===== config.mk =====
export PLATFORM = sky130hd
export DESIGN_NAME = mem_port_arbiter_flat
export DESIGN_NICKNAME = d
export VERILOG_FILES = /design/src/rtl/mem_port_arbiter_pkg.sv /design/src/rtl/mem_port_arbiter_if.sv /design/src/rtl/mem_port_arbiter_rr_arbiter2.sv /design/src/rtl/mem_port_arbiter.sv /design/src/flat_wrapper.sv
export SDC_FILE = /design/constraint.sdc
export NUM_CORES = 1
export LEC_CHECK = 0
export CAP_MARGIN = 20
export CORE_UTILIZATION = 44
export CTS_CLUSTER_DIAMETER = 80
export DETAILED_ROUTE_END_ITERATION = 6
export PLACE_DENSITY = 0.94
export SYNTH_ARGS = -nofsm -noshare
export SYNTH_HDL_FRONTEND = slang
export SYNTH_SLANG_ARGS = --single-unit

===== constraint.sdc =====
create_clock -name clk_i -period 3.25 [get_ports clk_i]
set_input_delay 0.8125 -clock clk_i [delete_from_list [all_inputs] [get_ports clk_i]]
set_output_delay 0.8125 -clock clk_i [all_outputs]
set_load 0.02 [all_outputs]

===== src/rtl/mem_port_arbiter_pkg.sv =====
`default_nettype none
// ============================================================================
// Module      : mem_port_arbiter_pkg
// Description : Shared types and constants for the memory port arbiter.
//               Defines the arbiter FSM state encoding, the transaction
//               owner encoding and the request-vector bit positions.
// Revision    : 1.0 - initial release
// ============================================================================
package mem_port_arbiter_pkg;

    typedef enum logic [1:0] {
        ARB_IDLE      = 2'd0,
        ARB_ISSUE     = 2'd1,
        ARB_WAIT_RESP = 2'd2,
        ARB_RESP      = 2'd3
    } arb_state_t;

    typedef enum logic {
        OWNER_FETCH = 1'b0,
        OWNER_DATA  = 1'b1
    } arb_owner_t;

    // Bit positions inside the two-entry request vector.
    localparam int c_REQ_FETCH = 0;
    localparam int c_REQ_DATA  = 1;

endpackage : mem_port_arbiter_pkg
`default_nettype wire


===== src/rtl/mem_port_arbiter_if.sv =====
`default_nettype none
// ============================================================================
// Module      : mem_port_arbiter_if
// Description : Bundles the fetch requester, data requester and memory-side
//               handshake signals of the memory port arbiter.
//               master : arbiter view (drives grants, responses, memory bus)
//               slave  : environment view (requesters and memory model)
// Revision    : 1.0 - initial release
// ============================================================================
interface mem_port_arbiter_if #(
    parameter int ADDR_W = 32,
    parameter int DATA_W = 32
);
    // Fetch requester
    logic                  f_req_i;
    logic [ADDR_W-1:0]     f_addr_i;
    logic                  f_gnt_o;
    logic                  f_rvalid_o;
    logic [DATA_W-1:0]     f_rdata_o;
    logic                  f_err_o;
    // Load/store requester
    logic                  d_req_i;
    logic [ADDR_W-1:0]     d_addr_i;
    logic                  d_we_i;
    logic [DATA_W-1:0]     d_wdata_i;
    logic [DATA_W/8-1:0]   d_wstrb_i;
    logic                  d_gnt_o;
    logic                  d_rvalid_o;
    logic [DATA_W-1:0]     d_rdata_o;
    logic                  d_err_o;
    // Memory side
    logic                  mem_valid_o;
    logic [ADDR_W-1:0]     mem_addr_o;
    logic                  mem_we_o;
    logic [DATA_W-1:0]     mem_wdata_o;
    logic [DATA_W/8-1:0]   mem_wstrb_o;
    logic                  mem_ready_i;
    logic                  mem_rvalid_i;
    logic [DATA_W-1:0]     mem_rdata_i;
    // Status
    logic                  busy_o;

    modport master (
        input  f_req_i, f_addr_i,
        input  d_req_i, d_addr_i, d_we_i, d_wdata_i, d_wstrb_i,
        input  mem_ready_i, mem_rvalid_i, mem_rdata_i,
        output f_gnt_o, f_rvalid_o, f_rdata_o, f_err_o,
        output d_gnt_o, d_rvalid_o, d_rdata_o, d_err_o,
        output mem_valid_o, mem_addr_o, mem_we_o, mem_wdata_o, mem_wstrb_o,
        output busy_o
    );

    modport slave (
        output f_req_i, f_addr_i,
        output d_req_i, d_addr_i, d_we_i, d_wdata_i, d_wstrb_i,
        output mem_ready_i, mem_rvalid_i, mem_rdata_i,
        input  f_gnt_o, f_rvalid_o, f_rdata_o, f_err_o,
        input  d_gnt_o, d_rvalid_o, d_rdata_o, d_err_o,
        input  mem_valid_o, mem_addr_o, mem_we_o, mem_wdata_o, mem_wstrb_o,
        input  busy_o
    );

endinterface : mem_port_arbiter_if
`default_nettype wire


===== src/rtl/mem_port_arbiter_rr_arbiter2.sv =====
`default_nettype none
// ============================================================================
// Module      : rr_arbiter2
// Description : Combinational two-way round-robin pick.
//               req[0] = fetch, req[1] = data.
//               When both request, the one that did not own the previous
//               transaction wins; a lone requester always wins.
// Ports       : req        - request vector
//               last_owner - owner of the most recent grant
//               winner     - selected requester (valid when any = 1)
//               any        - at least one request pending
// Revision    : 1.0 - initial release
// ============================================================================
module rr_arbiter2
    import mem_port_arbiter_pkg::*;
(
    input  wire logic [1:0] req,
    input  arb_owner_t      last_owner,
    output arb_owner_t      winner,
    output logic            any
);

    always_comb begin
        winner = OWNER_FETCH;
        if (req[c_REQ_FETCH] && req[c_REQ_DATA]) begin
            winner = (last_owner == OWNER_FETCH) ? OWNER_DATA : OWNER_FETCH;
        end else if (req[c_REQ_DATA]) begin
            winner = OWNER_DATA;
        end
    end

    assign any = |req;

endmodule : rr_arbiter2
`default_nettype wire


===== src/rtl/mem_port_arbiter.sv =====
`default_nettype none
// ============================================================================
// Module      : mem_port_arbiter
// Description : Shares one memory port between the instruction-fetch and the
//               load/store requesters. One transaction outstanding at a time,
//               round-robin selection, latched request fields, memory
//               valid/ready handshake, response (or timeout error) routed
//               back to the owning requester.
// Ports       : clk_i   - clock, all logic on posedge
//               reset_i - synchronous active-high reset
//               bus     - requester / memory / status signals (master view)
// Revision    : 1.0 - initial release
// ============================================================================
module mem_port_arbiter
    import mem_port_arbiter_pkg::*;
#(
    parameter int ADDR_W         = 32,
    parameter int DATA_W         = 32,
    parameter int TIMEOUT_CYCLES = 255
) (
    input  wire logic           clk_i,
    input  wire logic           reset_i,
    mem_port_arbiter_if.master  bus
);

    localparam int          c_STRB_W  = DATA_W / 8;
    localparam logic [31:0] c_TIMEOUT = 32'(TIMEOUT_CYCLES);

    arb_state_t             r_state;
    arb_owner_t             r_last_owner;
    arb_owner_t             r_owner;
    logic [ADDR_W-1:0]      r_addr;
    logic                   r_we;
    logic [DATA_W-1:0]      r_wdata;
    logic [c_STRB_W-1:0]    r_wstrb;
    logic [7:0]             r_cnt;
    logic                   r_f_rvalid;
    logic [DATA_W-1:0]      r_f_rdata;
    logic                   r_f_err;
    logic                   r_d_rvalid;
    logic [DATA_W-1:0]      r_d_rdata;
    logic                   r_d_err;

    logic [1:0]             w_req;
    arb_owner_t             w_winner;
    logic                   w_any;
    logic                   w_grant;
    logic                   w_timeout;
    logic                   w_resp_fire;
    logic [DATA_W-1:0]      w_resp_data;
    logic                   w_resp_err;

    assign w_req = {bus.d_req_i, bus.f_req_i};

    rr_arbiter2 u_rr (
        .req        (w_req),
        .last_owner (r_last_owner),
        .winner     (w_winner),
        .any        (w_any)
    );

    // Grant is decided in the same cycle the request is seen in IDLE, so the
    // requester can release its request on the following edge.
    assign w_grant = (r_state == ARB_IDLE) && w_any && !reset_i;

    // The counter value r_cnt is the number of WAIT_RESP cycles already
    // completed; the timeout fires in the cycle whose increment would make the
    // counter reach TIMEOUT_CYCLES-1. Written as a >= so that
    // TIMEOUT_CYCLES = 1 still terminates on the first WAIT_RESP cycle.
    assign w_timeout = ({24'd0, r_cnt} + 32'd2) >= c_TIMEOUT;

    // A real response wins over a coincident timeout.
    assign w_resp_fire = (r_state == ARB_WAIT_RESP) && (bus.mem_rvalid_i || w_timeout);
    assign w_resp_data = bus.mem_rvalid_i ? bus.mem_rdata_i : '0;
    assign w_resp_err  = !bus.mem_rvalid_i;

    always_ff @(posedge clk_i) begin
        if (reset_i) begin
            r_state      <= ARB_IDLE;
            r_last_owner <= OWNER_DATA;
            r_owner      <= OWNER_FETCH;
            r_addr       <= '0;
            r_we         <= 1'b0;
            r_wdata      <= '0;
            r_wstrb      <= '0;
            r_cnt        <= '0;
            r_f_rvalid   <= 1'b0;
            r_f_rdata    <= '0;
            r_f_err      <= 1'b0;
            r_d_rvalid   <= 1'b0;
            r_d_rdata    <= '0;
            r_d_err      <= 1'b0;
        end else begin
            r_f_rvalid <= 1'b0;
            r_d_rvalid <= 1'b0;
            case (r_state)
                ARB_IDLE: begin
                    if (w_any) begin
                        r_owner      <= w_winner;
                        r_last_owner <= w_winner;
                        if (w_winner == OWNER_FETCH) begin
                            r_addr  <= bus.f_addr_i;
                            r_we    <= 1'b0;
                            r_wdata <= '0;
                            r_wstrb <= '1;
                        end else begin
                            r_addr  <= bus.d_addr_i;
                            r_we    <= bus.d_we_i;
                            r_wdata <= bus.d_wdata_i;
                            r_wstrb <= bus.d_wstrb_i;
                        end
                        r_state <= ARB_ISSUE;
                    end
                end
                ARB_ISSUE: begin
                    // No timeout here: the request is held until accepted.
                    if (bus.mem_ready_i) begin
                        r_cnt   <= '0;
                        r_state <= ARB_WAIT_RESP;
                    end
                end
                ARB_WAIT_RESP: begin
                    r_cnt <= r_cnt + 8'd1;
                    if (w_resp_fire) begin
                        // Only the owner's read-data/error registers change,
                        // so the other requester keeps its previous value.
                        if (r_owner == OWNER_FETCH) begin
                            r_f_rvalid <= 1'b1;
                            r_f_rdata  <= w_resp_data;
                            r_f_err    <= w_resp_err;
                        end else begin
                            r_d_rvalid <= 1'b1;
                            r_d_rdata  <= w_resp_data;
                            r_d_err    <= w_resp_err;
                        end
                        r_state <= ARB_RESP;
                    end
                end
                ARB_RESP: begin
                    r_state <= ARB_IDLE;
                end
                default: begin
                    r_state <= ARB_IDLE;
                end
            endcase
        end
    end

    assign bus.f_gnt_o     = w_grant && (w_winner == OWNER_FETCH);
    assign bus.d_gnt_o     = w_grant && (w_winner == OWNER_DATA);
    assign bus.f_rvalid_o  = r_f_rvalid;
    assign bus.f_rdata_o   = r_f_rdata;
    assign bus.f_err_o     = r_f_err;
    assign bus.d_rvalid_o  = r_d_rvalid;
    assign bus.d_rdata_o   = r_d_rdata;
    assign bus.d_err_o     = r_d_err;
    assign bus.mem_valid_o = (r_state == ARB_ISSUE);
    assign bus.mem_addr_o  = r_addr;
    assign bus.mem_we_o    = r_we;
    assign bus.mem_wdata_o = r_wdata;
    assign bus.mem_wstrb_o = r_wstrb;
    assign bus.busy_o      = (r_state != ARB_IDLE);

endmodule : mem_port_arbiter
`default_nettype wire

===== src/flat_wrapper.sv =====
// flat-port wrapper written by rule: the top's interface ports become plain ports
module mem_port_arbiter_flat import mem_port_arbiter_pkg::*;
#(
    parameter int ADDR_W         = 32,
    parameter int DATA_W         = 32,
    parameter int TIMEOUT_CYCLES = 255
)
  (clk_i, reset_i, bus_f_req_i, bus_f_addr_i, bus_d_req_i, bus_d_addr_i, bus_d_we_i, bus_d_wdata_i, bus_d_wstrb_i, bus_mem_ready_i, bus_mem_rvalid_i, bus_mem_rdata_i, bus_f_gnt_o, bus_f_rvalid_o, bus_f_rdata_o, bus_f_err_o, bus_d_gnt_o, bus_d_rvalid_o, bus_d_rdata_o, bus_d_err_o, bus_mem_valid_o, bus_mem_addr_o, bus_mem_we_o, bus_mem_wdata_o, bus_mem_wstrb_o, bus_busy_o);
  mem_port_arbiter_if #(.ADDR_W(ADDR_W), .DATA_W(DATA_W)) bus_i ();
  input  wire logic clk_i;
  input  wire logic reset_i;
  input wire logic [$bits(bus_i.f_req_i)-1:0] bus_f_req_i;
  input wire logic [$bits(bus_i.f_addr_i)-1:0] bus_f_addr_i;
  input wire logic [$bits(bus_i.d_req_i)-1:0] bus_d_req_i;
  input wire logic [$bits(bus_i.d_addr_i)-1:0] bus_d_addr_i;
  input wire logic [$bits(bus_i.d_we_i)-1:0] bus_d_we_i;
  input wire logic [$bits(bus_i.d_wdata_i)-1:0] bus_d_wdata_i;
  input wire logic [$bits(bus_i.d_wstrb_i)-1:0] bus_d_wstrb_i;
  input wire logic [$bits(bus_i.mem_ready_i)-1:0] bus_mem_ready_i;
  input wire logic [$bits(bus_i.mem_rvalid_i)-1:0] bus_mem_rvalid_i;
  input wire logic [$bits(bus_i.mem_rdata_i)-1:0] bus_mem_rdata_i;
  output wire logic [$bits(bus_i.f_gnt_o)-1:0] bus_f_gnt_o;
  output wire logic [$bits(bus_i.f_rvalid_o)-1:0] bus_f_rvalid_o;
  output wire logic [$bits(bus_i.f_rdata_o)-1:0] bus_f_rdata_o;
  output wire logic [$bits(bus_i.f_err_o)-1:0] bus_f_err_o;
  output wire logic [$bits(bus_i.d_gnt_o)-1:0] bus_d_gnt_o;
  output wire logic [$bits(bus_i.d_rvalid_o)-1:0] bus_d_rvalid_o;
  output wire logic [$bits(bus_i.d_rdata_o)-1:0] bus_d_rdata_o;
  output wire logic [$bits(bus_i.d_err_o)-1:0] bus_d_err_o;
  output wire logic [$bits(bus_i.mem_valid_o)-1:0] bus_mem_valid_o;
  output wire logic [$bits(bus_i.mem_addr_o)-1:0] bus_mem_addr_o;
  output wire logic [$bits(bus_i.mem_we_o)-1:0] bus_mem_we_o;
  output wire logic [$bits(bus_i.mem_wdata_o)-1:0] bus_mem_wdata_o;
  output wire logic [$bits(bus_i.mem_wstrb_o)-1:0] bus_mem_wstrb_o;
  output wire logic [$bits(bus_i.busy_o)-1:0] bus_busy_o;
  assign bus_i.f_req_i = bus_f_req_i;
  assign bus_i.f_addr_i = bus_f_addr_i;
  assign bus_i.d_req_i = bus_d_req_i;
  assign bus_i.d_addr_i = bus_d_addr_i;
  assign bus_i.d_we_i = bus_d_we_i;
  assign bus_i.d_wdata_i = bus_d_wdata_i;
  assign bus_i.d_wstrb_i = bus_d_wstrb_i;
  assign bus_i.mem_ready_i = bus_mem_ready_i;
  assign bus_i.mem_rvalid_i = bus_mem_rvalid_i;
  assign bus_i.mem_rdata_i = bus_mem_rdata_i;
  assign bus_f_gnt_o = bus_i.f_gnt_o;
  assign bus_f_rvalid_o = bus_i.f_rvalid_o;
  assign bus_f_rdata_o = bus_i.f_rdata_o;
  assign bus_f_err_o = bus_i.f_err_o;
  assign bus_d_gnt_o = bus_i.d_gnt_o;
  assign bus_d_rvalid_o = bus_i.d_rvalid_o;
  assign bus_d_rdata_o = bus_i.d_rdata_o;
  assign bus_d_err_o = bus_i.d_err_o;
  assign bus_mem_valid_o = bus_i.mem_valid_o;
  assign bus_mem_addr_o = bus_i.mem_addr_o;
  assign bus_mem_we_o = bus_i.mem_we_o;
  assign bus_mem_wdata_o = bus_i.mem_wdata_o;
  assign bus_mem_wstrb_o = bus_i.mem_wstrb_o;
  assign bus_busy_o = bus_i.busy_o;
  mem_port_arbiter #(.ADDR_W(ADDR_W), .DATA_W(DATA_W), .TIMEOUT_CYCLES(TIMEOUT_CYCLES)) u_core (.clk_i(clk_i), .reset_i(reset_i), .bus(bus_i));
endmodule

Word level (Yosys, flattened, before mapping):

Cells that the tools add are included.

* mux-type cells: 16
* equality and inequality tests: 6
* reductions and logical operators: 19
* bitwise gates (word level): 4
* add/subtract/negate cells: 2
* magnitude comparators: 1

Operators by type and width (count)
* $mux 32: 3
* $ge 32x8->1 const B: 1
* $pmux 8 s2: 1
* $add 8x2->9 const B: 1
* $reduce_and 3->1: 3
* $add 8x1->8 const B: 1
* $mux 8: 1
* $pmux 2 s4: 1
* $logic_and 1x1->1: 6
* $mux 1: 6
* $mux 2: 3
* $eq 2x2->1 const B: 2
* $mux 4: 1
* $ne 2x1->1 const B: 2
* $not 1->1: 4
* $reduce_and 2->1: 2
* $reduce_bool 2->1: 2
* $reduce_or 3->1: 1
* $eq 2x1->1 const B: 1
* $logic_not 1->1: 2
* $logic_not 2->1: 1
* $ne 2x2->1 const B: 1
* $reduce_or 2->1: 1
* $logic_or 1x1->1: 1

* input port bits: 139
* flip-flop bits (word level): 149
* word-level logic and storage cells: 62
* output and inout bits: 141

Longest topological paths before layout:

* depth after elaboration: 6
* mapped depth: 8
* mapped depth without buffers: 7

Hierarchy:

From an unflattened synthesis, not the netlist that was laid out.

* cell total of the unflattened synthesis: 585
* area total of the unflattened synthesis: 6178.4 µm²

By module, submodules not included
* mem_port_arbiter: area an instance 6164.7 µm², cells an instance 583, instances 1, seq. area each 2982.9 µm²
* rr_arbiter2: area an instance 13.8 µm², cells an instance 2, instances 1, seq. area each 0.0 µm²

Worst setup path after synthesis:

OpenSTA, ideal clock, no wires.

* path type: input to output
* start point: input bus_f_req_i
* end point: output bus_f_gnt_o
* required time: 2.438 ns
* arrival time: 2.053 ns
* stages: 5
* buffers on the path: 2
* slack: 0.385 ns
* cells stage by stage: nand2_1 and2_1 buf_2 buf_2 nor4_1

* word-level cells in the longest chain between the ends: 4

RTL lines
* from (decl): RTL line flat_wrapper.sv:12 `input wire logic [$bits(bus_i.f_req_i)-1:0] bus_f_req_i;`
* $reduce_or 2->1 or $logic_and 1x1->1 (tied branches): RTL line mem_port_arbiter_rr_arbiter2.sv:32, mem_port_arbiter_rr_arbiter2.sv:25
* $logic_and 1x1->1 or $mux 1 (tied branches): RTL line mem_port_arbiter.sv:64, mem_port_arbiter_rr_arbiter2.sv:25
* $logic_and 1x1->1 or $not 1->1 (tied branches)
* $logic_and 1x1->1 (*): RTL line mem_port_arbiter.sv:149 `assign bus.f_gnt_o = w_grant && (w_winner == OWNER_FETCH);`
* to (decl): RTL line flat_wrapper.sv:22 `output wire logic [$bits(bus_i.f_gnt_o)-1:0] bus_f_gnt_o;`

Every way passes the cells marked *; elsewhere a longest branch is shown, timed or not.

Final worst setup path:

Ends and elaborated chain as after synthesis.

==> flow_metrics.py <==
metrics = {
    "timing": {
        "fmax_mhz": 326,
        "tns_ps": 0,
        "fin_crit_sh": 0.945,
        "maxSlewViolCount": 0,
        "maxSlewHeadroom": 0.319,
        "rsz0062_at_grt": "false",
        "tightest_slew_ps": 1020,
        "finalSetupViolCount": 0,
        "fin_worst_skew_ps": 5.39,
        "min_period_ps": 3070,
        "hold_viol_final": 0,
    },
    "critical_path": {
        "required_ps": 2440,
        "reg2reg_depth": 6,
        "r2r-start": "u_core.r_cnt[2]",
        "critPathCapture": "bus_f_gnt_o",
        "cp-end-kind": "output pin",
        "reg2reg_to": "u_core.bus.d_rdata_o[2]",
        "r2r_slack_ps": 1160,
        "critPathLaunchType": "input pin",
        "path_class": "in2out",
        "startpoint": "bus_f_req_i",
        "arrival_ps": 2260,
        "path_max_fanout": 2,
    },
    "placement": {
        "place_congestion": 0.850,
        "io_buffers": 279,
        "place_area_sq_um": 8730,
        "place_hpwl_um": 12300,
        "dp.cells": 968,
    },
    "detailed_routing": {
        "dr.pass1.iters": 5,
        "drtIter0Drc": 341,
        "wire_per_inst_um": 17.4,
        "dr_wl_met2_um": 8940,
        "met1Wirelength_um": 6450,
        "antenna_left": 0,
        "vias_per_cell": 5.43,
        "top_layer_used": "met4",
        "met3WireLength_um": 1480,
        "drc": 0,
        "num_vias": 5425,
        "routed_wl_um": 17400,
    },
    "layout": {
        "nFillCells": 819,
        "layout.cells.non_filler": 999,
        "utilization": 0.729,
        "diodes": 0,
        "drive_above_1_share": 0.102,
        "final_area_sq_um": 9310,
        "area_growth_pct": 59.9,
        "nNetsFinal": 960,
    },
    "yosys": {
        "synth_compound_area_frac": 0.276,
        "syn_area_sq_um": 5820,
        "yosys-top-cells-area": "dfxtp_1 51%, a22o_1 9.6%, a311oi_2 7.5%",
        "synthTopCellsByCount": "149 x dfxtp_1, 64 x a22o_1, 53 x nor2_1",
        "synthMostInstantiatedCell": "dfxtp_1",
        "synthAdderAreaFrac": 0.0129,
        "ys_warn_count": 0,
        "synth_top_family_by_area": "compound AO/OA/AOI/OAI gates",
        "synth_flop_cell": "dfxtp_1",
        "netlist.top_cell.by_area": "dfxtp_1",
        "ys_ff_latch": 149,
        "synth_async_sr_flop_share": 0,
        "synth-simple-area-share": 0.0879,
        "avgSynthCellArea_sq_um": 10.5,
        "synth-seq-area-share": 0.512,
        "synthMuxAreaShare": 0.0602,
        "synth_top_area_frac": 0.512,
        "netlist_instances": 554,
        "synth_cell_types": 45,
        "synth_edf_count": 0,
        "synth_xor_area_frac": 0.00752,
        "synth.net_count": 699,
    },
    "grt": {
        "overflow": 0,
        "grt_pass1_wl_um": 25900,
        "grt_pass1_vias": 5109,
        "antenna_found_initial": 0,
        "grt_max_degree": 81,
        "grt_usage": 0.251,
    },
    "run": {
        "cap_viol_max_count": 0,
    },
    "die": {
        "die_y_um": 117,
        "core-area_sq_um": 12800,
        "dieArea_sq_um": 13700,
        "die_x_um": 117,
        "num_rows": 41,
        "pin_count": 280,
        "start_util": 0.456,
    },
    "power_and_ir_drop": {
        "leakage_uw": 0.00335,
        "powerDensity_nw_per_um2": 681,
        "ir_drop_mv": 0.388,
    },
    "clock_tree": {
        "worstSkewPairLatency_ps": 420,
        "hold_buffers": 0,
        "cts_max_path_buffers": 2,
        "cts_sinks": 149,
        "clk_pin_slew_ps": 60,
        "cts_root_buffer": "clkbuf_16",
        "cts-htree-levels": 4,
        "postCtsSetupRepairBufs": 0,
        "cts_tree": "done",
        "numCtsBuffers": 17,
    },
    "hold_path": {
        "hp-class": "reg2reg",
    },
    "outcome": {
        "status": "finished clean",
    },
}
## flip-flops by register name, summed over array words and instances (netlist names)
name,count
u_core.bus.mem_wdata_o,32
u_core.r_last_owner,1
u_core.bus.d_rdata_o,32
u_core.bus.mem_addr_o,32
u_core.r_cnt,8
u_core.bus.mem_wstrb_o,4
u_core.bus.f_rvalid_o,1
u_core.r_owner,1
u_core.bus.f_rdata_o,32
u_core.r_state,2
u_core.bus.mem_we_o,1
u_core.bus.d_err_o,1
u_core.bus.d_rvalid_o,1
u_core.bus.f_err_o,1
## how the worst min path moves through the flow
stage	cells after the start	slack (ps)	endpoint	from
floorplan	2	470	u_core.r_state[1]	u_core.r_state[1]
global placement	1	450	u_core.bus.f_rdata_o[19]	u_core.bus.f_rdata_o[19]
detailed placement	1	460	u_core.bus.f_rdata_o[1]	u_core.bus.f_rdata_o[1]
CTS	1	470	u_core.bus.f_rdata_o[20]	u_core.bus.f_rdata_o[20]
global route	1	490	u_core.bus.mem_wdata_o[16]	u_core.bus.mem_wdata_o[16]
finish	1	470	u_core.bus.f_rdata_o[0]	u_core.bus.f_rdata_o[0]
## metrics by stage
| step | worst slack [ps] | hold WS (ps) | total power, uW |
|---|---|---|---|
| final | 180 | 471 | 6340 |
| after global routing | 82.8 | 495 | 6630 |
| after CTS | 48.8 | 474 | 6380 |
| after detailed placement | -110 | 458 | 4440 |
| after global placement | -106 | 455 | 4380 |
| after floorplan | 385 | 466 | 3450 |
## routing by layer
metal	vias to the layer above	GRT usage
li1	2585	-
met1	2546	0.259
met2	248	0.450
met3	46	0.0855
met4	0	0.132
met5	-	0
## kinds of logic (layout without fill, tap and decap cells)
kind of cell | count (synthesis) | after routing
flip-flops | 149 | 149
multiplexers | 35 | 35
XOR/XNOR | 5 | 5
adder cells (fa/ha/maj) | 6 | 6
AND/OR/NAND/NOR | 118 | 118
buffers and inverters | 54 | 327
AO/OA/AOI/OAI | 187 | 187
## what timing repair did
item | in CTS | in global routing
setup endpoints to repair | 1 | 1
endpoints found under the hold margin | 0 | 0
gates resized for setup | 1 | 1
## critical path: stages
cell and delay (ps):
clkdlybuf4s50_1 490, nand2_1 70, and2_2 200, nor4_1 300, dlygate4sd2_1 380
## layout make-up
| cell class | count | area, sq um | share of cell area |
|---|---|---|---|
| tap | 172 | 215 | 0.0231 |
| clock inverter | 11 | 126 | 0.0136 |
| multi-input combinational | 351 | 2610 | 0.280 |
| timing repair buffer | 290 | 2900 | 0.311 |
| inverter | 6 | 22.5 | 0.00242 |
| sequential | 149 | 2980 | 0.320 |
| clock buffer | 20 | 457 | 0.0490 |
## layout by cell type, fill, tap and decap left out, types with 3 or more instances in the layout
| cell type | n |
|---|---|
| nand3_1 | 4 |
| clkinvlp_4 | 4 |
| nand2b_1 | 4 |
| a22o_1 | 64 |
| a21oi_1 | 39 |
| mux2i_1 | 35 |
| a211oi_1 | 33 |
| a31oi_1 | 3 |
| nand2_1 | 41 |
| a311oi_2 | 29 |
| clkdlybuf4s50_1 | 276 |
| dfxtp_1 | 149 |
| a311oi_1 | 4 |
| clkbuf_16 | 17 |
| o22ai_1 | 4 |
| ha_1 | 6 |
| buf_4 | 10 |
| nor2_1 | 50 |
| xor2_1 | 3 |
| inv_1 | 6 |
## power by group
part | internal, uW | total [uW] | switching (uW)
clock network | 1170 | 1930 | 761
logic | 977 | 2120 | 1140
registers | 2120 | 2290 | 168
Note: power is estimated with default switching activity, not from simulation.
